--- src/rtl/alu_word_sequencer.sv ---
// alu_word_sequencer: runs one multi-word operation on a SIZE-bit ALU, one
// word per clock, chaining carry/borrow/shift bits between words. Commands
// arrive on a valid/ready interface; the wide result, final carry and zero
// flag leave on a valid/ready response interface.
module alu_word_sequencer #(
   parameter int SIZE  = 8,
   parameter int WORDS = 4,
   localparam int LW   = $clog2(WORDS),
   localparam int W    = WORDS * SIZE
) (
   input  logic            clk,
   input  logic            rst_n,
   input  logic            cmd_valid,
   output logic            cmd_ready,
   input  logic [3:0]      cmd_op,
   input  logic [LW-1:0]   cmd_len,
   input  logic [W-1:0]    cmd_a,
   input  logic [W-1:0]    cmd_b,
   input  logic            cmd_cin,
   output logic            alu_ce,
   output logic [3:0]      alu_op,
   output logic [SIZE-1:0] alu_left,
   output logic [SIZE-1:0] alu_right,
   output logic            alu_cin,
   input  logic [SIZE-1:0] alu_out,
   input  logic            alu_cout,
   output logic            rsp_valid,
   input  logic            rsp_ready,
   output logic [W-1:0]    rsp_result,
   output logic            rsp_carry,
   output logic            rsp_zero,
   output logic            rsp_illegal
);

   // ALU opcode encoding; codes at or above OP_HLT are control/undefined
   localparam logic [3:0] OP_ADD = 4'd0,  OP_SUB = 4'd1,  OP_INC = 4'd2,  OP_DEC = 4'd3;
   localparam logic [3:0] OP_AND = 4'd4,  OP_OR  = 4'd5,  OP_XOR = 4'd6,  OP_NOT = 4'd7;
   localparam logic [3:0] OP_SHL = 4'd8,  OP_SHR = 4'd9,  OP_LD  = 4'd10, OP_ST  = 4'd11;
   localparam logic [3:0] OP_HLT = 4'd12;

   typedef enum logic [1:0] {IDLE, EXEC, DONE} state_t;

   state_t          state_reg;
   logic [3:0]      op_reg;
   logic [LW-1:0]   len_reg;
   logic [LW-1:0]   idx_reg;
   logic [W-1:0]    a_reg;
   logic [W-1:0]    b_reg;
   logic            chain_reg;
   logic            cmd_ready_reg;
   logic            rsp_valid_reg;
   logic [W-1:0]    rsp_result_reg;
   logic            rsp_carry_reg;
   logic            rsp_zero_reg;
   logic            rsp_illegal_reg;

   logic [3:0]      word_op;
   logic [SIZE-1:0] word_left;
   logic [SIZE-1:0] word_right;
   logic            word_cin;
   logic [SIZE-1:0] word_result;
   logic            chain_next;
   logic [W-1:0]    result_next;
   logic            last_word;
   logic            exec_active;
   int              word_base;

   assign exec_active = (state_reg == EXEC);
   assign word_base   = int'(idx_reg) * SIZE;
   assign word_left   = a_reg[word_base +: SIZE];
   assign last_word   = (op_reg == OP_SHR) ? (idx_reg == '0) : (idx_reg == len_reg);

   // Per-word ALU opcode, right operand and carry-in from the latched command
   always_comb begin
      word_op    = op_reg;
      word_right = b_reg[word_base +: SIZE];
      word_cin   = 1'b0;
      case (op_reg)
         OP_ADD, OP_SUB: word_cin = chain_reg;
         OP_INC, OP_DEC: begin
            // upper words propagate the carry/borrow of the increment
            word_right = '0;
            if (idx_reg != '0) begin
               word_op  = (op_reg == OP_INC) ? OP_ADD : OP_SUB;
               word_cin = chain_reg;
            end
         end
         OP_SHL, OP_SHR: word_right = '0;
         default: ;
      endcase
   end

   // Merge the ALU word with the chained bit and compute the next chain value
   always_comb begin
      word_result = alu_out;
      chain_next  = chain_reg;
      case (op_reg)
         OP_SHL: begin
            word_result = {alu_out[SIZE-1:1], chain_reg};
            chain_next  = alu_cout;
         end
         OP_SHR: begin
            word_result = {chain_reg, alu_out[SIZE-2:0]};
            chain_next  = alu_cout;
         end
         OP_ADD, OP_SUB, OP_INC, OP_DEC: chain_next = alu_cout;
         default: ;
      endcase
      result_next = rsp_result_reg;
      result_next[word_base +: SIZE] = word_result;
   end

   // ALU drive is only active during EXEC and is otherwise held at zero
   assign alu_ce    = exec_active;
   assign alu_op    = exec_active ? word_op    : '0;
   assign alu_left  = exec_active ? word_left  : '0;
   assign alu_right = exec_active ? word_right : '0;
   assign alu_cin   = exec_active ? word_cin   : 1'b0;

   assign cmd_ready   = cmd_ready_reg;
   assign rsp_valid   = rsp_valid_reg;
   assign rsp_result  = rsp_result_reg;
   assign rsp_carry   = rsp_carry_reg;
   assign rsp_zero    = rsp_zero_reg;
   assign rsp_illegal = rsp_illegal_reg;

   // Sequencer FSM: accept command, step through words, hold response
   always_ff @(posedge clk or negedge rst_n) begin
      if (!rst_n) begin
         state_reg       <= IDLE;
         op_reg          <= '0;
         len_reg         <= '0;
         idx_reg         <= '0;
         a_reg           <= '0;
         b_reg           <= '0;
         chain_reg       <= 1'b0;
         cmd_ready_reg   <= 1'b1;
         rsp_valid_reg   <= 1'b0;
         rsp_result_reg  <= '0;
         rsp_carry_reg   <= 1'b0;
         rsp_zero_reg    <= 1'b0;
         rsp_illegal_reg <= 1'b0;
      end else begin
         case (state_reg)
            IDLE: begin
               if (cmd_valid) begin
                  op_reg          <= cmd_op;
                  len_reg         <= cmd_len;
                  a_reg           <= cmd_a;
                  b_reg           <= cmd_b;
                  chain_reg       <= ((cmd_op == OP_ADD) || (cmd_op == OP_SUB)) ? cmd_cin : 1'b0;
                  idx_reg         <= (cmd_op == OP_SHR) ? cmd_len : '0;
                  rsp_result_reg  <= '0;
                  rsp_carry_reg   <= 1'b0;
                  rsp_zero_reg    <= 1'b0;
                  cmd_ready_reg   <= 1'b0;
                  if (cmd_op >= OP_HLT) begin
                     state_reg       <= DONE;
                     rsp_valid_reg   <= 1'b1;
                     rsp_illegal_reg <= 1'b1;
                  end else begin
                     state_reg       <= EXEC;
                     rsp_illegal_reg <= 1'b0;
                  end
               end
            end
            EXEC: begin
               rsp_result_reg <= result_next;
               chain_reg      <= chain_next;
               if (last_word) begin
                  state_reg     <= DONE;
                  rsp_valid_reg <= 1'b1;
                  rsp_carry_reg <= chain_next;
                  rsp_zero_reg  <= ~|result_next;
               end else if (op_reg == OP_SHR) begin
                  idx_reg <= idx_reg - 1'b1;
               end else begin
                  idx_reg <= idx_reg + 1'b1;
               end
            end
            DONE: begin
               if (rsp_ready) begin
                  state_reg     <= IDLE;
                  rsp_valid_reg <= 1'b0;
                  cmd_ready_reg <= 1'b1;
               end
            end
            default: state_reg <= IDLE;
         endcase
      end
   end

endmodule

--- config.mk ---
export PLATFORM = sky130hd
export DESIGN_NAME = alu_word_sequencer
export DESIGN_NICKNAME = d
export VERILOG_FILES = /design/src/rtl/alu_word_sequencer.sv
export SDC_FILE = /design/constraint.sdc
export NUM_CORES = 1
export LEC_CHECK = 0
export BUFFER_PORTS_ARGS = -buffer_cell sky130_fd_sc_hd__buf_4
export CORE_MARGIN = 2
export CORE_UTILIZATION = 57
export CTS_CLUSTER_SIZE = 25
export DETAILED_ROUTE_END_ITERATION = 10
export GPL_TIMING_DRIVEN = 0
export PLACE_DENSITY = 0.9
export SLEW_MARGIN = 20
export SYNTH_ARGS = -nofsm -noshare
export SYNTH_HDL_FRONTEND = slang
export SYNTH_SLANG_ARGS = --single-unit
--- constraint.sdc ---
create_clock -name clk -period 7.3 [get_ports clk]
set_clock_uncertainty 0.2 [all_clocks]
set_input_delay 0.73 -clock clk [delete_from_list [all_inputs] [get_ports clk]]
set_output_delay 0.73 -clock clk [all_outputs]
set_load 0.01 [all_outputs]
* Word level (Yosys, flattened, before mapping)
Index checks and enable logic that the tools add are counted.
** Storage, ports and cells
- Bits in registers :: 112
- Output and inout port bits :: 59
- Input bits :: 84
** Operators by class
- Reduce and logical (&&, ||, !) cells :: 22
- Order comparisons :: 1
- Mux-type cells :: 42
- Shift operators :: 4
- Equal/unequal tests :: 15
- $add $sub $neg :: 3
** Operator list (count)
- one-hot mux 32 bit (2 select lines) :: 1
- variable part select 32 x 6 -> 8 bit :: 2
- negation 5 -> 33 bit :: 1
- variable shift 8 x 33 -> 32 bit, first input constant :: 1
- variable part select 8 x 33 -> 32 bit :: 1
- bitwise mux 32 bit :: 1
- 2-to-1 mux 32 bit :: 1
- OR reduction 32 bit :: 1
- 2-to-1 mux 8 bit :: 3
- 2-to-1 mux 1 bit :: 16
- 2-to-1 mux 2 bit :: 8
- one-hot mux 8 bit (2 select lines) :: 1
- == test 4 bit, second input constant :: 3
- 2-to-1 mux 4 bit :: 3
- AND reduction 3 bit :: 4
- != test 2 bit, second input constant :: 5
- one-hot mux 1 bit (2 select lines) :: 5
- == test 4 x 1 -> 1 bit, second input constant :: 2
- == test 4 x 2 -> 1 bit, second input constant :: 2
- logical NOT 4 bit :: 2
- one-hot mux 2 bit (3 select lines) :: 1
- nonzero test 2 bit :: 3
- OR reduction 6 bit :: 1
- AND reduction 5 bit :: 1
- other kinds (15) :: 18

* Longest topological paths before layout
- Depth in word-level cells :: 8
- Gate-level depth with buffers :: 9

* Worst setup path before layout
Ideal clock, no wire load.
- Path type :: reg2reg
- Start point :: register idx_reg[1]
- End point :: register rsp_zero_reg, in the netlist rsp_zero
- Stages on the path, launching flop included :: 10
- Setup time :: 0.083 ns
- Slack :: 4.466 ns
- Arrival :: 2.551 ns
- Buffers on the path :: 2
- Data required time :: 7.017 ns
- Path through :: dfrtp_1 > buf_2 > buf_1 > inv_1 > ha_1 > mux2_2 > a31oi_1 > o221ai_1 > or4_1 > o22ai_1
** On the way
- Longest elaborated chain between the ends :: 7
- Elaborated cells on any way between the ends :: 13
** RTL lines
- start: declaration :: line 46 : logic [LW-1:0] idx_reg;
- start signal: assignment :: line 152 : idx_reg <= (cmd_op == OP_SHR) ? cmd_len : '0;
- start signal: assignment :: line 176 : idx_reg <= idx_reg - 1'b1;
- start signal: assignment :: line 178 : idx_reg <= idx_reg + 1'b1;
- negation 5 -> 33 bit :: line 110 : result_next[word_base +: SIZE] = word_result;
- variable part select 8 x 33 -> 32 bit / variable shift 8 x 33 -> 32 bit (equally long branches) :: line 110
- bitwise mux 32 bit :: line 110
- OR reduction 32 bit :: line 174 : rsp_zero_reg <= ~|result_next;
- logical NOT 1 bit :: line 174
- 2-to-1 mux 1 bit :: line 170 : if (last_word) begin
- one-hot mux 1 bit (2 select lines) :: line 144 : case (state_reg)
- end signal: assignment :: line 174
- end: declaration :: line 54 : logic rsp_zero_reg;
Several ways; a longest one is shown, not always the timed one. The select of a mux whose other input is x is not followed.
A chain may end at the register's enable or synchronous reset.

* Final worst setup path
- Start point :: register idx_reg[1]
- End point :: output port alu_cin
** On the way
- Longest elaborated chain between the ends :: 4
** RTL lines
- nonzero test 2 bit :: line 83 : if (idx_reg != '0) begin
- 2-to-1 mux 1 bit :: line 83
- one-hot mux 1 bit (2 select lines) :: line 78 : case (op_reg)
- 2-to-1 mux 1 bit :: line 118 : assign alu_cin = exec_active ? word_cin : 1'b0;
- end: declaration :: line 24 : output logic alu_cin,
No other way between the ends.

==> run metrics <==
status=finished clean; CTS H-tree depth=3; cell taking the most area after synthesis=dfrtp_1; first-pass GRT wire length=between 20 and 25 mm; PortBufs=142; fin nets=636; static leakage=~3.0 nW; Max Fclk=271 MHz; Sink Count=112; critical path cell sequence=buf_2 -> buf_1 -> inv_1 -> ha_1 -> a21oi_1 -> nor4b_1 -> buf_4; area of the multi-input gates=2280 sq um; die area=9900 sq um; final hold vios=0; flops & latches, synth=112; Synthesized Nets=between 400 and 500; layout cell share with drive strength beyond 1=0.375; path depth of the worst reg2reg path=9; 1st-iter DRT viols=204; largest net degree at the start of global routing=about 110; asr flop ratio synth=1.00; fin crit period=3690 ps; Pwr Density=between 300 and 400 nW/um^2; row count=34; Top FF cell, synth=dfrtp_1; CTS buffer count=9; cell count after placement=approximately 640; number of antenna-violating nets in the routed design=0; Top Ports=143; flop-to-flop setup slack=3780 ps; Post-CTS Resized=0; clk buf depth=2; max-slew violations=0; root buf cell=clkbuf_8; Pre-Repair DR Iteration Count=4; Peak VDD IR=192 uV; Routed wire per std cell=approximately 20 um; Post-Route WL=13.4 mm; EDFF count, synth=0; CTS tree=yes; share of the synthesized area in the top cell type=0.534; DRC=0; Syn. warnings=0; Die Ht=99.5 um; worst r2r src=idx_reg[1]; Die X=99.5 um; critical path startpoint category=flop; synth-to-layout area growth=26.7%; Max-slew headroom=0.324; CP max-delay cell=buf_1; crit path max fanout=10; Skew-Pair Late Insertion Delay=370 ps; CP endpoint kind=output port; # Post-CTS Setup Buffers=0; Reg area=between 2000 and 3000 sq um; Via Count=3985; setup violators final=0; Clock transition at path regs=110 ps; RSZ-0062 raised after global routing=false; GR Util All Layers=0.280; Post-Synthesis Cells=394; antenna cells=0; Commonest cells post-synth=111 x dfrtp_1, 53 x mux2_1, 26 x a22o_1; Synth area leaders=dfrtp_1 53%, mux2_1 11%, mux4_2 6.9%; gr ovfl total=0; non-filler instance count after layout=660; core box area=8760 sq um; Syn Area/Cell=13.2 sq um; sequential share of the synthesized area=0.539; fill cell count=566; vias in the first global route=4316; netlist area before placement=5200 sq um; reg2reg end=rsp_zero; arrival time worst endpoint=2760 ps; critical path type=flop to output port; Final Cell Area=6590 sq um; Via density=6.04; Setup TNS=0 ps; Worst-Margin Slew=between 1000 and 1500 ps; total power=between 0.002 and 0.0025 W; maxcap violations=0; RePlAce Congestion=0.897; max incr delay on CP=580 ps; fin crit share=0.505; Post-DP Area=6400 sq um; Worst EP required=6370 ps; Synth cell types=47; DPL Wire Length=9.57 mm; most frequent cell after synthesis=dfrtp_1; worst hold path class=input port to asynchronous set/reset pin; Hold Buf Count CTS=0; initial core utilization=0.593; initial antenna violation count=0
[kinds of logic after synthesis]
family          Yosys count  synth area share
compound gates           71            0.0965
xor+xnor                  4           0.00674
fa+ha+maj                 5            0.0120
buf+inv                  28            0.0226
flops                   112             0.539
mux                      90             0.229
simple gates             84            0.0938
[routing by layer]
metal	global-route usage	wire (um)
met1	0.349	5330
met3	0.0780	1250
met4	0.115	309
met2	0.465	6490
met5	0	0
[how the worst max path moves through the flow]
stage                    start        to  slack (ps)
CTS                 idx_reg[1]   alu_cin        3600
global placement    idx_reg[1]  rsp_zero        3930
global route        idx_reg[1]   alu_cin        3450
finish              idx_reg[1]   alu_cin        3610
detailed placement  idx_reg[1]  rsp_zero        3850
floorplan           idx_reg[1]  rsp_zero        4470
[per-stage QoR]
step	setup slack (ps)	hold slack, ps	util
5_1_grt	3450	316	0.752
3_5_place_dp	3850	271	0.731
4_1_cts	3600	300	0.752
6_report	3610	230	0.752
2_1_floorplan	4470	234	-
3_3_place_gp	3930	263	0.730
[cell type report]
type                            instances  share of cell area
Sequential cell                       112               0.426
Buffer                                 20              0.0133
Timing Repair Buffer                  142               0.162
Tap cell                              108              0.0205
Clock buffer                           11              0.0215
Multi-Input combinational cell        254               0.346
Inverter                                8             0.00456
Clock inverter                          5             0.00608
[power breakdown]
group / switching (W) / internal [W] / total [W]
Combinational: 0.000508 / 0.000542 / 0.00105
Clock: 0.000218 / 0.000137 / 0.000356
Sequential: 0.000137 / 0.000853 / 0.000991
Total: 0.000863 / 0.00153 / 0.00240
[layout by cell type (no fill, tap or decap), types with 3 or more instances in the layout]
cell,instances
a21oi_1,10
a22o_1,26
a31oi_1,3
and2_1,3
buf_2,10
buf_4,141
clkbuf_1,9
clkbuf_8,10
dfrtp_1,111
ha_1,5
inv_1,7
mux2_1,53
mux2_2,19
mux4_2,16
nand2_1,19
nand3_1,4
nor2_1,13
nor2b_1,19
nor4_1,4
nor4bb_1,3
o21ai_0,15
o21ai_1,5
or4_1,4
[worst max-delay path, delay by kind of cell (launching register included)]
| family | cells | cell delay (ps) |
|---|---|---|
| buffers and inverters | 4 | 1270 |
| DFF | 1 | 390 |
| adders and majority gates | 1 | 350 |
| and+or+nand+nor | 1 | 230 |
| AOI/OAI and AO/OA | 1 | 140 |
Note: power is estimated with default switching activity, not from simulation.
